### config.mk
export PLATFORM = sky130hd
export DESIGN_NAME = ahb_burst_master_flat
export DESIGN_NICKNAME = d
export VERILOG_FILES = /design/src/rtl/ahb_burst_master_if.sv /design/src/rtl/ahb_burst_master.sv /design/src/flat_wrapper.sv
export SDC_FILE = /design/constraint.sdc
export NUM_CORES = 1
export LEC_CHECK = 0
export BUFFER_PORTS_ARGS = -buffer_cell sky130_fd_sc_hd__buf_2
export CORE_UTILIZATION = 49
export CTS_CLUSTER_DIAMETER = 100
export CTS_CLUSTER_SIZE = 10
export DETAILED_ROUTE_END_ITERATION = 8
export PLACE_DENSITY = 0.81
export REMOVE_ABC_BUFFERS = 1
export SETUP_SLACK_MARGIN = 0.15
export SLEW_MARGIN = 20
export SYNTH_ARGS = -nofsm -noshare
export SYNTH_HDL_FRONTEND = slang
export SYNTH_SLANG_ARGS = --single-unit
export TNS_END_PERCENT = 30
### constraint.sdc
create_clock -name hclk -period 2.48 [get_ports hclk]
set_input_delay 0.372 -clock hclk [delete_from_list [all_inputs] [get_ports hclk]]
set_output_delay 0.372 -clock hclk [all_outputs]
set_load 0.01 [all_outputs]
### src/rtl/ahb_burst_master_if.sv
// rtl/ahb_burst_master_if.sv - command, write/read stream and AHB-Lite bus bundle for ahb_burst_master
interface ahb_burst_master_if #(
  parameter int DATA_W    = 32,
  parameter int ADDR_W    = 32,
  parameter int MAX_BEATS = 16
);
  localparam int LEN_W = $clog2(MAX_BEATS) + 1;

  logic              cmd_valid;
  logic              cmd_ready;
  logic              cmd_write;
  logic [ADDR_W-1:0] cmd_addr;
  logic [LEN_W-1:0]  cmd_len;
  logic [DATA_W-1:0] wdata;
  logic              wdata_valid;
  logic              wdata_ready;
  logic [DATA_W-1:0] rdata;
  logic              rdata_valid;
  logic              done;
  logic              error;
  logic [ADDR_W-1:0] haddr;
  logic [1:0]        htrans;
  logic              hwrite;
  logic [2:0]        hsize;
  logic [2:0]        hburst;
  logic [DATA_W-1:0] hwdata;
  logic [DATA_W-1:0] hrdata;
  logic              hready;
  logic              hresp;

  modport master (
    input  cmd_valid, cmd_write, cmd_addr, cmd_len, wdata, wdata_valid, hrdata, hready, hresp,
    output cmd_ready, wdata_ready, rdata, rdata_valid, done, error,
           haddr, htrans, hwrite, hsize, hburst, hwdata
  );

  modport slave (
    output cmd_valid, cmd_write, cmd_addr, cmd_len, wdata, wdata_valid, hrdata, hready, hresp,
    input  cmd_ready, wdata_ready, rdata, rdata_valid, done, error,
           haddr, htrans, hwrite, hsize, hburst, hwdata
  );
endinterface

### src/rtl/ahb_burst_master.sv
// rtl/ahb_burst_master.sv - AHB-Lite incrementing burst master with pipelined address/data phases
module ahb_burst_master #(
  parameter int DATA_W    = 32,
  parameter int ADDR_W    = 32,
  parameter int MAX_BEATS = 16
) (
  input  logic               hclk,
  input  logic               hresetn,
  ahb_burst_master_if.master bus
);
  localparam int                LEN_W = $clog2(MAX_BEATS) + 1;
  localparam logic [2:0]        SIZE  = 3'($clog2(DATA_W / 8));
  localparam logic [ADDR_W-1:0] STEP  = ADDR_W'(DATA_W / 8);

  localparam logic [1:0] TR_IDLE   = 2'b00;
  localparam logic [1:0] TR_BUSY   = 2'b01;
  localparam logic [1:0] TR_NONSEQ = 2'b10;
  localparam logic [1:0] TR_SEQ    = 2'b11;

  typedef enum logic [2:0] {IDLE, ADDR, PIPE, LAST, ERR} state_t;

  state_t            state, state_nxt;
  logic [ADDR_W-1:0] haddr_q;
  logic [ADDR_W-1:0] haddr_inc;
  logic              hwrite_q;
  logic [2:0]        hburst_q;
  logic [DATA_W-1:0] hwdata_q;
  logic [DATA_W-1:0] rdata_q;
  logic              rdata_valid_q;
  logic              done_q;
  logic              error_q;
  logic [LEN_W-1:0]  beats_q;
  logic [LEN_W-1:0]  len_eff;
  logic              nseq_q;
  logic              first_q;
  logic [1:0]        htrans;
  logic              issue;
  logic              accept;
  logic              dp_active;
  logic              dp_done;
  logic              err_first;
  logic              last_beat;
  logic              wdata_ready;

  always_comb begin
    len_eff = bus.cmd_len;
    if (bus.cmd_len == '0)
      len_eff = LEN_W'(1);
    else if (bus.cmd_len > LEN_W'(MAX_BEATS))
      len_eff = LEN_W'(MAX_BEATS);
  end

  // A write beat may only present its address once its data word is on hand.
  assign issue       = ((state == ADDR) || (state == PIPE)) && (!hwrite_q || bus.wdata_valid);
  assign accept      = bus.cmd_valid && (state == IDLE);
  assign dp_active   = (state == PIPE) || ((state == LAST) && !done_q);
  assign dp_done     = dp_active && bus.hready;
  assign err_first   = dp_active && bus.hresp && !bus.hready;
  assign last_beat   = (beats_q == LEN_W'(1));
  assign haddr_inc   = haddr_q + STEP;
  assign wdata_ready = issue && bus.hready && hwrite_q;

  always_comb begin
    state_nxt = state;
    htrans    = TR_IDLE;
    case (state)
      IDLE: if (bus.cmd_valid) state_nxt = ADDR;
      ADDR: begin
        if (issue) htrans = nseq_q ? TR_NONSEQ : TR_SEQ;
        else       htrans = first_q ? TR_IDLE : TR_BUSY;
        if (issue && bus.hready) state_nxt = last_beat ? LAST : PIPE;
      end
      PIPE: begin
        htrans = issue ? (nseq_q ? TR_NONSEQ : TR_SEQ) : TR_BUSY;
        if (err_first)
          state_nxt = ERR;
        else if (bus.hready)
          state_nxt = issue ? (last_beat ? LAST : PIPE) : ADDR;
      end
      // LAST and ERR linger one extra cycle for the DONE pulse so no command lands on it.
      LAST: begin
        if (done_q)         state_nxt = IDLE;
        else if (err_first) state_nxt = ERR;
      end
      ERR:     if (done_q) state_nxt = IDLE;
      default: state_nxt = IDLE;
    endcase
  end

  always_ff @(posedge hclk or negedge hresetn) begin
    if (!hresetn) begin
      state         <= IDLE;
      haddr_q       <= '0;
      hwrite_q      <= 1'b0;
      hburst_q      <= 3'b000;
      hwdata_q      <= '0;
      rdata_q       <= '0;
      rdata_valid_q <= 1'b0;
      done_q        <= 1'b0;
      error_q       <= 1'b0;
      beats_q       <= '0;
      nseq_q        <= 1'b0;
      first_q       <= 1'b0;
    end else begin
      state         <= state_nxt;
      rdata_valid_q <= dp_done && !hwrite_q && !bus.hresp;
      if (dp_done && !hwrite_q && !bus.hresp)
        rdata_q <= bus.hrdata;
      done_q  <= !done_q && bus.hready && ((state == LAST) || (state == ERR));
      error_q <= !done_q && bus.hready && (state == ERR);
      if (wdata_ready)
        hwdata_q <= bus.wdata;
      if (accept) begin
        haddr_q  <= bus.cmd_addr;
        hwrite_q <= bus.cmd_write;
        hburst_q <= (len_eff == LEN_W'(1)) ? 3'b000 : 3'b001;
        beats_q  <= len_eff;
        nseq_q   <= 1'b1;
        first_q  <= 1'b1;
      end else if (issue && bus.hready) begin
        first_q <= 1'b0;
        beats_q <= beats_q - LEN_W'(1);
        if (!last_beat) begin
          haddr_q <= haddr_inc;
          // Crossing a 1 KB page restarts the burst with a NONSEQ beat.
          nseq_q  <= (haddr_inc[9:0] == 10'd0);
        end
      end
    end
  end

  assign bus.cmd_ready   = (state == IDLE);
  assign bus.wdata_ready = wdata_ready;
  assign bus.rdata       = rdata_q;
  assign bus.rdata_valid = rdata_valid_q;
  assign bus.done        = done_q;
  assign bus.error       = error_q;
  assign bus.haddr       = haddr_q;
  assign bus.htrans      = htrans;
  assign bus.hwrite      = hwrite_q;
  assign bus.hsize       = SIZE;
  assign bus.hburst      = hburst_q;
  assign bus.hwdata      = hwdata_q;
endmodule

### src/flat_wrapper.sv
// flat-port wrapper written by rule: the top's interface ports become plain ports
module ahb_burst_master_flat 
#(
  parameter int DATA_W    = 32,
  parameter int ADDR_W    = 32,
  parameter int MAX_BEATS = 16
)
  (hclk, hresetn, bus_cmd_valid, bus_cmd_write, bus_cmd_addr, bus_cmd_len, bus_wdata, bus_wdata_valid, bus_hrdata, bus_hready, bus_hresp, bus_cmd_ready, bus_wdata_ready, bus_rdata, bus_rdata_valid, bus_done, bus_error, bus_haddr, bus_htrans, bus_hwrite, bus_hsize, bus_hburst, bus_hwdata);
  ahb_burst_master_if #(.DATA_W(DATA_W), .ADDR_W(ADDR_W), .MAX_BEATS(MAX_BEATS)) bus_i ();
  input  logic hclk;
  input  logic hresetn;
  input wire logic [$bits(bus_i.cmd_valid)-1:0] bus_cmd_valid;
  input wire logic [$bits(bus_i.cmd_write)-1:0] bus_cmd_write;
  input wire logic [$bits(bus_i.cmd_addr)-1:0] bus_cmd_addr;
  input wire logic [$bits(bus_i.cmd_len)-1:0] bus_cmd_len;
  input wire logic [$bits(bus_i.wdata)-1:0] bus_wdata;
  input wire logic [$bits(bus_i.wdata_valid)-1:0] bus_wdata_valid;
  input wire logic [$bits(bus_i.hrdata)-1:0] bus_hrdata;
  input wire logic [$bits(bus_i.hready)-1:0] bus_hready;
  input wire logic [$bits(bus_i.hresp)-1:0] bus_hresp;
  output wire logic [$bits(bus_i.cmd_ready)-1:0] bus_cmd_ready;
  output wire logic [$bits(bus_i.wdata_ready)-1:0] bus_wdata_ready;
  output wire logic [$bits(bus_i.rdata)-1:0] bus_rdata;
  output wire logic [$bits(bus_i.rdata_valid)-1:0] bus_rdata_valid;
  output wire logic [$bits(bus_i.done)-1:0] bus_done;
  output wire logic [$bits(bus_i.error)-1:0] bus_error;
  output wire logic [$bits(bus_i.haddr)-1:0] bus_haddr;
  output wire logic [$bits(bus_i.htrans)-1:0] bus_htrans;
  output wire logic [$bits(bus_i.hwrite)-1:0] bus_hwrite;
  output wire logic [$bits(bus_i.hsize)-1:0] bus_hsize;
  output wire logic [$bits(bus_i.hburst)-1:0] bus_hburst;
  output wire logic [$bits(bus_i.hwdata)-1:0] bus_hwdata;
  assign bus_i.cmd_valid = bus_cmd_valid;
  assign bus_i.cmd_write = bus_cmd_write;
  assign bus_i.cmd_addr = bus_cmd_addr;
  assign bus_i.cmd_len = bus_cmd_len;
  assign bus_i.wdata = bus_wdata;
  assign bus_i.wdata_valid = bus_wdata_valid;
  assign bus_i.hrdata = bus_hrdata;
  assign bus_i.hready = bus_hready;
  assign bus_i.hresp = bus_hresp;
  assign bus_cmd_ready = bus_i.cmd_ready;
  assign bus_wdata_ready = bus_i.wdata_ready;
  assign bus_rdata = bus_i.rdata;
  assign bus_rdata_valid = bus_i.rdata_valid;
  assign bus_done = bus_i.done;
  assign bus_error = bus_i.error;
  assign bus_haddr = bus_i.haddr;
  assign bus_htrans = bus_i.htrans;
  assign bus_hwrite = bus_i.hwrite;
  assign bus_hsize = bus_i.hsize;
  assign bus_hburst = bus_i.hburst;
  assign bus_hwdata = bus_i.hwdata;
  ahb_burst_master #(.DATA_W(DATA_W), .ADDR_W(ADDR_W), .MAX_BEATS(MAX_BEATS)) u_core (.hclk(hclk), .hresetn(hresetn), .bus(bus_i));
endmodule
# After elaboration in Yosys (flattened, before gate mapping)
# Cells that the tools add are included.
totals:
  regBits: 113
  word_cells: 82
  out_inout_bits: 110
  inputBits: 108
classes:
  n_addsub: 2
  n_eq_ne: 12
  order_cmp: 1
  n_reduce_logical: 27
  muxes: 28
op_table:
  columns: ["op", "n"]
  rows:
  - ["32-bit two-way mux", 3]
  - ["32-bit by 3-bit adder with 32-bit output, second input constant", 1]
  - ["3-bit two-way mux", 8]
  - ["5-bit two-way mux", 4]
  - ["3-bit case mux with 5 select lines", 1]
  - ["1-bit logical AND", 13]
  - ["5-bit by 1-bit equality test with 1-bit output, second input constant", 2]
  - ["10-bit logical NOT", 1]
  - ["1-bit two-way mux", 9]
  - ["3-bit by 2-bit equality test with 1-bit output, second input constant", 2]
  - ["5-bit greater-than comparator, second input constant", 1]
  - ["5-bit logical NOT", 1]
  - ["5-bit AND reduction", 1]
  - ["5-bit by 1-bit subtractor with 5-bit output, second input constant", 1]
  - ["1-bit logical NOT", 4]
  - ["1-bit logical OR", 4]
  - ["2-bit two-way mux", 2]
  - ["2-bit by 1-bit inequality test with 1-bit output, second input constant", 2]
  - ["2-bit inequality test, second input constant", 2]
  - ["2-bit case mux with 2 select lines", 1]
  - ["3-bit by 1-bit equality test with 1-bit output, second input constant", 1]
  - ["3-bit equality test, second input constant", 1]
  - ["3-bit logical NOT", 1]
  - ["3-bit by 1-bit inequality test with 1-bit output, second input constant", 1]
  - ["3 further kinds", 3]

# Depth between registers and ports, before layout
# Gate-level depths: netlist of run 1.
depth:
  depth_word: 8
  ltp_mapped: 8
  ltp_nobuf: 6

# Worst setup path before layout of run 1
# OpenSTA, ideal clock, no wires.
synth_path:
  path_kind: "register to register"
  start: "register u_core.haddr_q[2] (netlist: u_core.bus.haddr[2])"
  end: "register u_core.haddr_q[30] (netlist: u_core.bus.haddr[30])"
  setup_ns: 0.131
  period_less_slack_ns: 2.084
  path_buffers: 0
  t_arrival_ns: 1.953
  path_stages_with_launch: 7
  t_required_ns: 2.349
  path_slack_ns: 0.396
  cell_sequence: "dfrtp_1 -> ha_1 -> nand4_1 -> nor4_4 -> nand3_1 -> o211a_1 -> or3_1"
synth_between:
  elab_chain_cells: 4
synth_lines:
  columns: ["element", "line", "rtl"]
  rows:
  - ["start, declared", "ahb_burst_master.sv:23", "logic [ADDR_W-1:0] haddr_q;"]
  - ["start signal, assigned", "ahb_burst_master.sv:114", "haddr_q <= bus.cmd_addr;"]
  - ["start signal, assigned", "ahb_burst_master.sv:124", "haddr_q <= haddr_inc;"]
  - ["32-bit by 3-bit adder with 32-bit output", "ahb_burst_master.sv:60", "assign haddr_inc = haddr_q + STEP;"]
  - ["32-bit two-way mux", "ahb_burst_master.sv:123", "if (!last_beat) begin"]
  - ["32-bit two-way mux", "ahb_burst_master.sv:120", "end else if (issue && bus.hready) begin"]
  - ["32-bit two-way mux", "ahb_burst_master.sv:113", "if (accept) begin"]
# No other way between the ends. The select of a mux whose other input is x is not followed.
# A chain may end at the register's enable or synchronous reset.

# Worst setup path in the final report of run 1
layout_path:
  start: "register u_core.hwrite_q (netlist: u_core.bus.hwrite)"
  end: "register u_core.haddr_q[5] (netlist: u_core.bus.haddr[5])"
layout_between:
  elab_chain_cells: 6
layout_lines:
  columns: ["element", "line", "rtl"]
  rows:
  - ["start, declared", "ahb_burst_master.sv:25", "logic hwrite_q;"]
  - ["start signal, assigned", "ahb_burst_master.sv:115", "hwrite_q <= bus.cmd_write;"]
  - ["1-bit logical NOT", "ahb_burst_master.sv:54", "assign issue = ((state == ADDR) || (state == PIPE)) && (!hwrite_q || bus.wdata_valid);"]
  - ["1-bit logical OR", "ahb_burst_master.sv:54", null]
  - ["1-bit logical AND", "ahb_burst_master.sv:54", null]
  - ["1-bit logical AND", "ahb_burst_master.sv:120", null]
  - ["2-bit nonzero test (no source line)", null, null]
  - ["2-bit AND reduction (no source line)", null, null]
# No other way between the ends.

==> results of run 1 <==
worst max-delay path, cell delays in order, from the launching register on:
cell and delay [ps]:
dfrtp_1 460, nor2b_2 230, or4_4 600, o21ai_1 330, o21ai_0 180, a221o_1 320
flip-flops by register name, indices dropped and copies added, names as in the netlist:
register	count
u_core.bus.rdata	32
u_core.bus.error	1
u_core.bus.haddr	32
u_core.bus.hburst	1
u_core.bus.hwdata	32
u_core.beats_q	5
u_core.bus.rdata_valid	1
u_core.first_q	1
u_core.bus.hwrite	1
u_core.nseq_q	1
u_core.state	3
u_core.bus.done	1
per-layer routing:
metal	GRT usage [%]	vias to the layer above	part of all wire [%]
li1	-	2206	-
met1	32.9	2260	40
met2	45.1	262	50
met3	6.32	17	9.1
met4	7.63	0	1.1
met5	0	-	0
cells by family after synthesis:
kind of cell / count (synthesis)
AO/OA/AOI/OAI: 82
flip-flops: 111
multiplexers: 66
adder cells (fa/ha/maj): 4
XOR/XNOR: 15
buffers and inverters: 41
AND/OR/NAND/NOR: 167
other: 2
cell type report:
cell class | count | area [um^2] | area share, %
Tap cell | 136 | 170 | 2.49
Inverter | 12 | 45.0 | 0.660
Multi-Input combinational cell | 339 | 2410 | 35.3
Timing Repair Buffer | 232 | 1240 | 18.2
Sequential cell | 111 | 2780 | 40.7
Clock inverter | 5 | 41.3 | 0.605
Clock buffer | 10 | 138 | 2.02
cells in the final DEF (no fill, tap or decap), drive strengths merged, types with 5 or more instances in the layout:
master  netlist  layout
a21oi        13      13
a221o         7       7
a31oi         6       6
and3          8       8
buf          14     231
clkbuf       15      10
conb          2       5
dfrtp       111     111
inv          12      14
mux2         64      64
nand2        51      51
nand3        23      23
nand4        12      12
nor2         24      24
nor3         15      15
nor4         11      11
o21ai        20      20
o311ai        6       6
xnor2        10      10
xor2          5       5
cell usage after synthesis (all sizes together), types with 3 or more instances:
master	n	area, um^2
nand4	12	75.1
nor4	11	115
buf	14	91.3
a21oi	13	65.1
a21o	3	22.5
dfrtp	111	2780
nor3	15	75.1
o21ai	20	100
xnor2	10	87.6
nand2	51	191
a22oi	4	30.0
clkbuf	15	56.3
ha	4	50.1
or3	4	25.0
nor2	24	90.1
mux2	64	721
o311ai	6	52.6
xor2	5	43.8
a31oi	6	37.5
nand3	23	115
and2	4	25.0
o211ai	4	30.0
and3	8	50.1
inv	12	45.0
a211oi	3	22.5
a221o	7	70.1
power breakdown:
group	internal, W	switching (W)	total, W
Combinational	0.00177	0.00196	0.00373
Sequential	0.00267	0.000776	0.00344
Clock	0.000397	0.000625	0.00102
Total	0.00484	0.00336	0.00820
stage by stage:
| stage | cells | cell area [um^2] | util, % |
|---|---|---|---|
| CTS | 843 | 6810 | 65.1 |
| detailed placement | 827 | 6610 | 63.2 |
| finish | 845 | 6820 | 65.2 |
| global route | 845 | 6820 | 65.2 |
| floorplan | 462 | 5210 | - |
| global placement | 827 | 6610 | 63.2 |
worst min-delay path by stage:
stage | startpoint | end | slack [ps] | depth (start not counted)
after global routing | bus_cmd_addr[0] | u_core.bus.haddr[0] | 180 | 3
final | bus_cmd_addr[16] | u_core.bus.haddr[16] | 190 | 3
after floorplan | hresetn | u_core.beats_q[0] | 80 | 0
after global placement | hresetn | u_core.bus.haddr[3] | 390 | 1
after CTS | bus_cmd_addr[16] | u_core.bus.haddr[16] | 180 | 3
after detailed placement | hresetn | u_core.bus.haddr[3] | 400 | 1
timing repair:
| item | CTS | global route |
|---|---|---|
| resized for setup | 2 | 0 |
| setup endpoints to repair | 1 | 1 |
| endpoints found under the hold margin | 37 | 0 |
| cloned | 0 | 0 |
| setup buffers | 0 | 2 |
| hold buffers | 1 | 0 |
==> results.tsv, run 1 <==
stage	metric	value	unit
run_status	outcome	complete, no violations	
worst_setup_path	R2R Setup Slk	240	ps
pwr	total power	0.00820	W
logic_synthesis	Synth Flop Type	dfrtp_1	
worst_setup_path	Worst Setup EP	u_core.bus.haddr[5]	
sta	Slew Limit Fails	0	
logic_synthesis	Yosys reg bits	111	
logic_synthesis	largest family of logic cells by synthesized area	simple AND/OR/NAND/NOR gates	
clock_network	CTS sink count	111	
route	average wire per standard cell	17.4	um
route	DRC	0	
pwr	peak supply drop	0.578	mV
logic_synthesis	simple-gate share of the synthesized area	16.5	%
worst_setup_path	kind of critical path	reg -> reg	
clock_network	htree depth	3	
pwr	Pleak	3.28	nW
placed_design	placer congestion estimate	0.917	
logic_synthesis	Post-Synth XOR/XNOR Area	2.46	%
worst_setup_path	Crit Path Max Fanout	13	
route	Via Count	4745	
sta	PnR worst setup slack	244	ps
logic_synthesis	Mean Syn Cell Area	11.0	um^2
run	max cap viols	0	
route	Detailed Routing Iterations Pass 1	5	
logic_synthesis	synth warn	0	
grt	GRT Util Overall	26.3	%
grt	largest net degree at the start of global routing	73	
grt	initial antenna violation count	1	
route	DR vias/cell	5.62	
sta	Fmax	447	MHz
worst_setup_path	critical path arrival	2500	ps
floorplanning	Cell Rows	37	
logic_synthesis	Compound-Gate Fraction of Synth Area	10.6	%
sta	fin crit share	90.2	%
finish	Filler Cell Count	827	
sta	Setup TNS	0	ps
floorplanning	Die ar.	11300	um^2
logic_synthesis	register area share after synthesis	51.9	%
floorplanning	die height	106	um
sta	endpoints failing hold	0	
sta	setup violators final	0	
worst_setup_path	r2r endpoint	u_core.bus.haddr[5]	
sta	Worst Tran Pin Value	694	ps
clock_network	CTS tree	built	
min_path	Hold WC Path Type	in -> reg	
route	DR iter-0 viols	268	
sta	Clock Skews	14.8	ps
logic_synthesis	post-synthesis mux area share	13.8	%
logic_synthesis	Synth cell types	54	
finish	Nets	817	
clock_network	clk root buf	clkbuf_8	
pwr	P per Cell Area	1200	nW/um^2
grt	first-pass GRT wire length	23.2	mm
worst_setup_path	crit path launch type	register	
floorplanning	Core Area	10500	um^2
grt	global route overflow	0	
floorplanning	io pins	218	
grt	vias in the first global route	4619	
clock_network	clock-pin transition on the worst setup and hold timing paths	110	ps
worst_setup_path	Critical Path Sink Type	register	
sta	min Tclk post-route	2240	ps
placed_design	Setup WS pre-CTS	278	ps
finish	number of diodes	0	
sta	RSZ-0062 raised after global routing	false	
worst_setup_path	worst reg-to-reg path cell count	5	
sta	Slew HR	53.8	%
logic_synthesis	Post-Synth Adder-Cell Area	0.935	%
route	Detail Route Antenna Nets	0	
worst_setup_path	Crit path required time	2750	ps
worst_setup_path	worst setup path startpoint	u_core.bus.hwrite	
clock_network	CTS buffer count	9	
worst_setup_path	Reg-to-Reg Start	u_core.bus.hwrite	
floorplanning	chip width	106	um
logic_synthesis	Mapped Area	5350	um^2
clock_network	Clock Path Buffers	2	
placed_design	Buffers on Ports	212	
logic_synthesis	EDFF count, synth	0	
finish	ratio of cells with drive above 1 in the final layout	45.6	%
floorplanning	Initial Utilization	51.1	%
finish	Syn-to-layout area delta	27.5	%
placed_design	hpwl dp	11.1	mm
clock_network	Clk Latency, worst-skew pair	380	ps
sta	WHS	189	ps
logic_synthesis	Post-Synthesis Cells	488	
route	drt total wl	14.7	mm
logic_synthesis	Async S/R FF share, synth	100	%
No activity file was read; power rests on OpenSTA's default activity.
==> inputs of run 2 (changes only) <==
--- a/config.mk
+++ b/config.mk
@@ -5,12 +5,12 @@
 export SDC_FILE = /design/constraint.sdc
 export NUM_CORES = 1
 export LEC_CHECK = 0
-export BUFFER_PORTS_ARGS = -buffer_cell sky130_fd_sc_hd__buf_2
-export CORE_UTILIZATION = 49
+export CORE_UTILIZATION = 59
 export CTS_CLUSTER_DIAMETER = 100
 export CTS_CLUSTER_SIZE = 10
 export DETAILED_ROUTE_END_ITERATION = 8
-export PLACE_DENSITY = 0.81
+export DONT_BUFFER_PORTS = 1
+export PLACE_DENSITY = 0.75
 export REMOVE_ABC_BUFFERS = 1
 export SETUP_SLACK_MARGIN = 0.15
 export SLEW_MARGIN = 20
==> run 2 against run 1 <==
The run now ends with hold timing left. Die area is 17% lower. First-iteration DRC count is 44% lower. Wire length is 14% lower. Non-clock buffer count is 209 lower. Setup slack better by 30 ps. Via count is 18% lower. Total power is 9.8% lower. Count of clock-buffer cells in the layout is 1 lower. Worst hold slack worse by 500 ps. Design area is 16% lower. Cell count is 28% lower. Global-route usage is 0.86 points higher. Critical path type unchanged.
==> results.tsv, run 2 (same netlist as run 1, synthesis figures left out) <==
stage	metric	value	unit	change
route	Via Count	3911		-18%
floorplanning	chip width	97.2	um	-8.7%
finish	number of diodes	0		unchanged
floorplanning	die height	97.2	um	-8.7%
worst_setup_path	CP max stage cell	or4_4		
clock_network	clk root buf	clkbuf_8		
clock_network	CTS buffer count	9		unchanged
worst_setup_path	kind of critical path	reg -> reg		
worst_setup_path	worst path cell trace	xnor2_1 -> or4_4 -> o21ai_1 -> o21ai_0 -> a221o_1		
finish	Finished Cell Area	5740	um^2	-16%
sta	Clock Skews	21.6	ps	+6.85 ps
placed_design	Setup WS pre-CTS	302	ps	+23.5 ps
route	drt total wl	12.6	mm	-14%
finish	most common cell after layout, fill and taps aside	dfrtp_1		
route	DR vias/cell	6.42		+14%
route	DR iter-0 viols	150		-44%
sta	PnR worst setup slack	273	ps	+29.6 ps
sta	RSZ-0062 raised after global routing	true		
sta	Slew Limit Fails	0		unchanged
grt	vias in the first global route	3933		-15%
clock_network	CTS tree	built		
run_status	violated checks	hold timing		
worst_setup_path	worst setup path startpoint	u_core.state[1]		
clock_network	clock-pin transition on the worst setup and hold timing paths	120	ps	about the same
grt	largest net degree at the start of global routing	112		+53%
route	Detail Route Antenna Nets	0		unchanged
finish	Nets	608		-26%
route	Detailed Routing Iterations Pass 1	4		-1
run	max cap viols	0		unchanged
route	average wire per standard cell	20.7	um	+19%
run_status	outcome	complete, but fails checks		
route	DRC	0		unchanged
placed_design	Buffers on Ports	0		-100%
grt	first-pass GRT wire length	20.5	mm	-12%
pwr	Pleak	2.43	nW	-26%
worst_setup_path	Crit Path Max Fanout	13		unchanged
finish	post-route core utilization	65.5	%	+0.28 points
clock_network	Clk Latency, worst-skew pair	370	ps	about the same
floorplanning	Core Area	8760	um^2	-16%
floorplanning	Die ar.	9450	um^2	-17%
placed_design	DP Area	5540	um^2	-16%
sta	setup violators final	0		unchanged
pwr	peak supply drop	0.601	mV	+4.0%
finish	commonest non-fill, non-tap cells in the layout	109 x dfrtp_1, 64 x mux2_2, 50 x nand2_1		
finish	ratio of cells with drive above 1 in the final layout	23.6	%	-22 points
floorplanning	Cell Rows	34		-8.1%
placed_design	hpwl dp	9.32	mm	-16%
clock_network	CTS sink count	111		unchanged
worst_setup_path	crit path launch type	register		
placed_design	placer congestion estimate	0.983		+7.2%
sta	fin crit share	89.0	%	-1.2 points
finish	Syn-to-layout area delta	7.25	%	
grt	GRT Util Overall	27.1	%	+0.86 points
sta	WHS	-315	ps	-504 ps
pwr	P per Cell Area	1290	nW/um^2	+7.3%
worst_setup_path	slowest stage delay, CP	560	ps	-40 ps
worst_setup_path	critical path arrival	2450	ps	-50 ps
grt	initial antenna violation count	0		-1
worst_setup_path	Reg-to-Reg Start	u_core.state[1]		
worst_setup_path	Critical Path Sink Type	register		
sta	endpoints failing hold	111		+111
sta	Fmax	453	MHz	+1.3%
sta	min Tclk post-route	2210	ps	-29.6 ps
min_path	Hold WC Path Type	in -> async		
floorplanning	io pins	218		unchanged
floorplanning	Initial Utilization	61.1	%	+9.9 points
clock_network	Clock Path Buffers	2		unchanged
clock_network	htree depth	3		unchanged
grt	global route overflow	0		unchanged
worst_setup_path	Crit path required time	2730	ps	-20 ps
[run 2: power by group]
group	internal (W)	switching, W
clock network	0.000388	0.000640
logic	0.00123	0.00122
registers	0.00267	0.00125
[run 2: routing by layer]
metal  vias to the layer above  part of all wire (%)  track usage [%]
met1                      1916                    38             32.9
met3                        16                   9.4             8.35
met2                       196                    51             45.8
met4                         0                   1.7             9.73
li1                       1783                     -                -
met5                         -                     0                0
[run 2: cell type report]
class | count | area [um^2]
Clock buffer | 9 | 124
Clock inverter | 7 | 61.3
Fill cell | 715 | 3030
Inverter | 12 | 45.0
Multi-Input combinational cell | 339 | 2410
Sequential cell | 111 | 2780
Tap cell | 108 | 135
Timing Repair Buffer | 23 | 185
[run 2: worst max-delay path, delay by kind of cell (launching register included)]
kind            cells  cell delay [ps]
compound gates      3              840
xor+xnor            1              210
flops               1              490
simple gates        1              560
[run 2: through the flow]
stage | hold WS (ps) | setup TNS, ps | power [W] | std cells
6_report | -315 | 0 | 0.00740 | 609
5_1_grt | -346 | 0 | 0.00789 | 609
4_1_cts | -330 | 0 | 0.00740 | 608
3_5_place_dp | 79.0 | 0 | 0.00639 | 592
3_3_place_gp | 80.2 | 0 | 0.00624 | 592
2_1_floorplan | 76.4 | -25170 | 0.00549 | 462
[run 2: worst paths after layout]
path                                        end  slack (ps)  cells after the start
min in group hclk           u_core.bus.haddr[1]         120                      2
setup / recovery            u_core.bus.haddr[7]         270                      5
setup reg to reg            u_core.bus.haddr[7]         270                      5
max in group asynchronous  u_core.bus.rdata[19]        2630                      0
hold reg to reg                  u_core.first_q         500                      2
hold / removal             u_core.bus.haddr[23]        -310                      0
[run 2: repair_timing]
action                     in CTS  in global routing
hold endpoints to repair      111                111
gates resized for setup         0                  3
setup endpoints to repair       0                  2
setup buffers                   0                  1
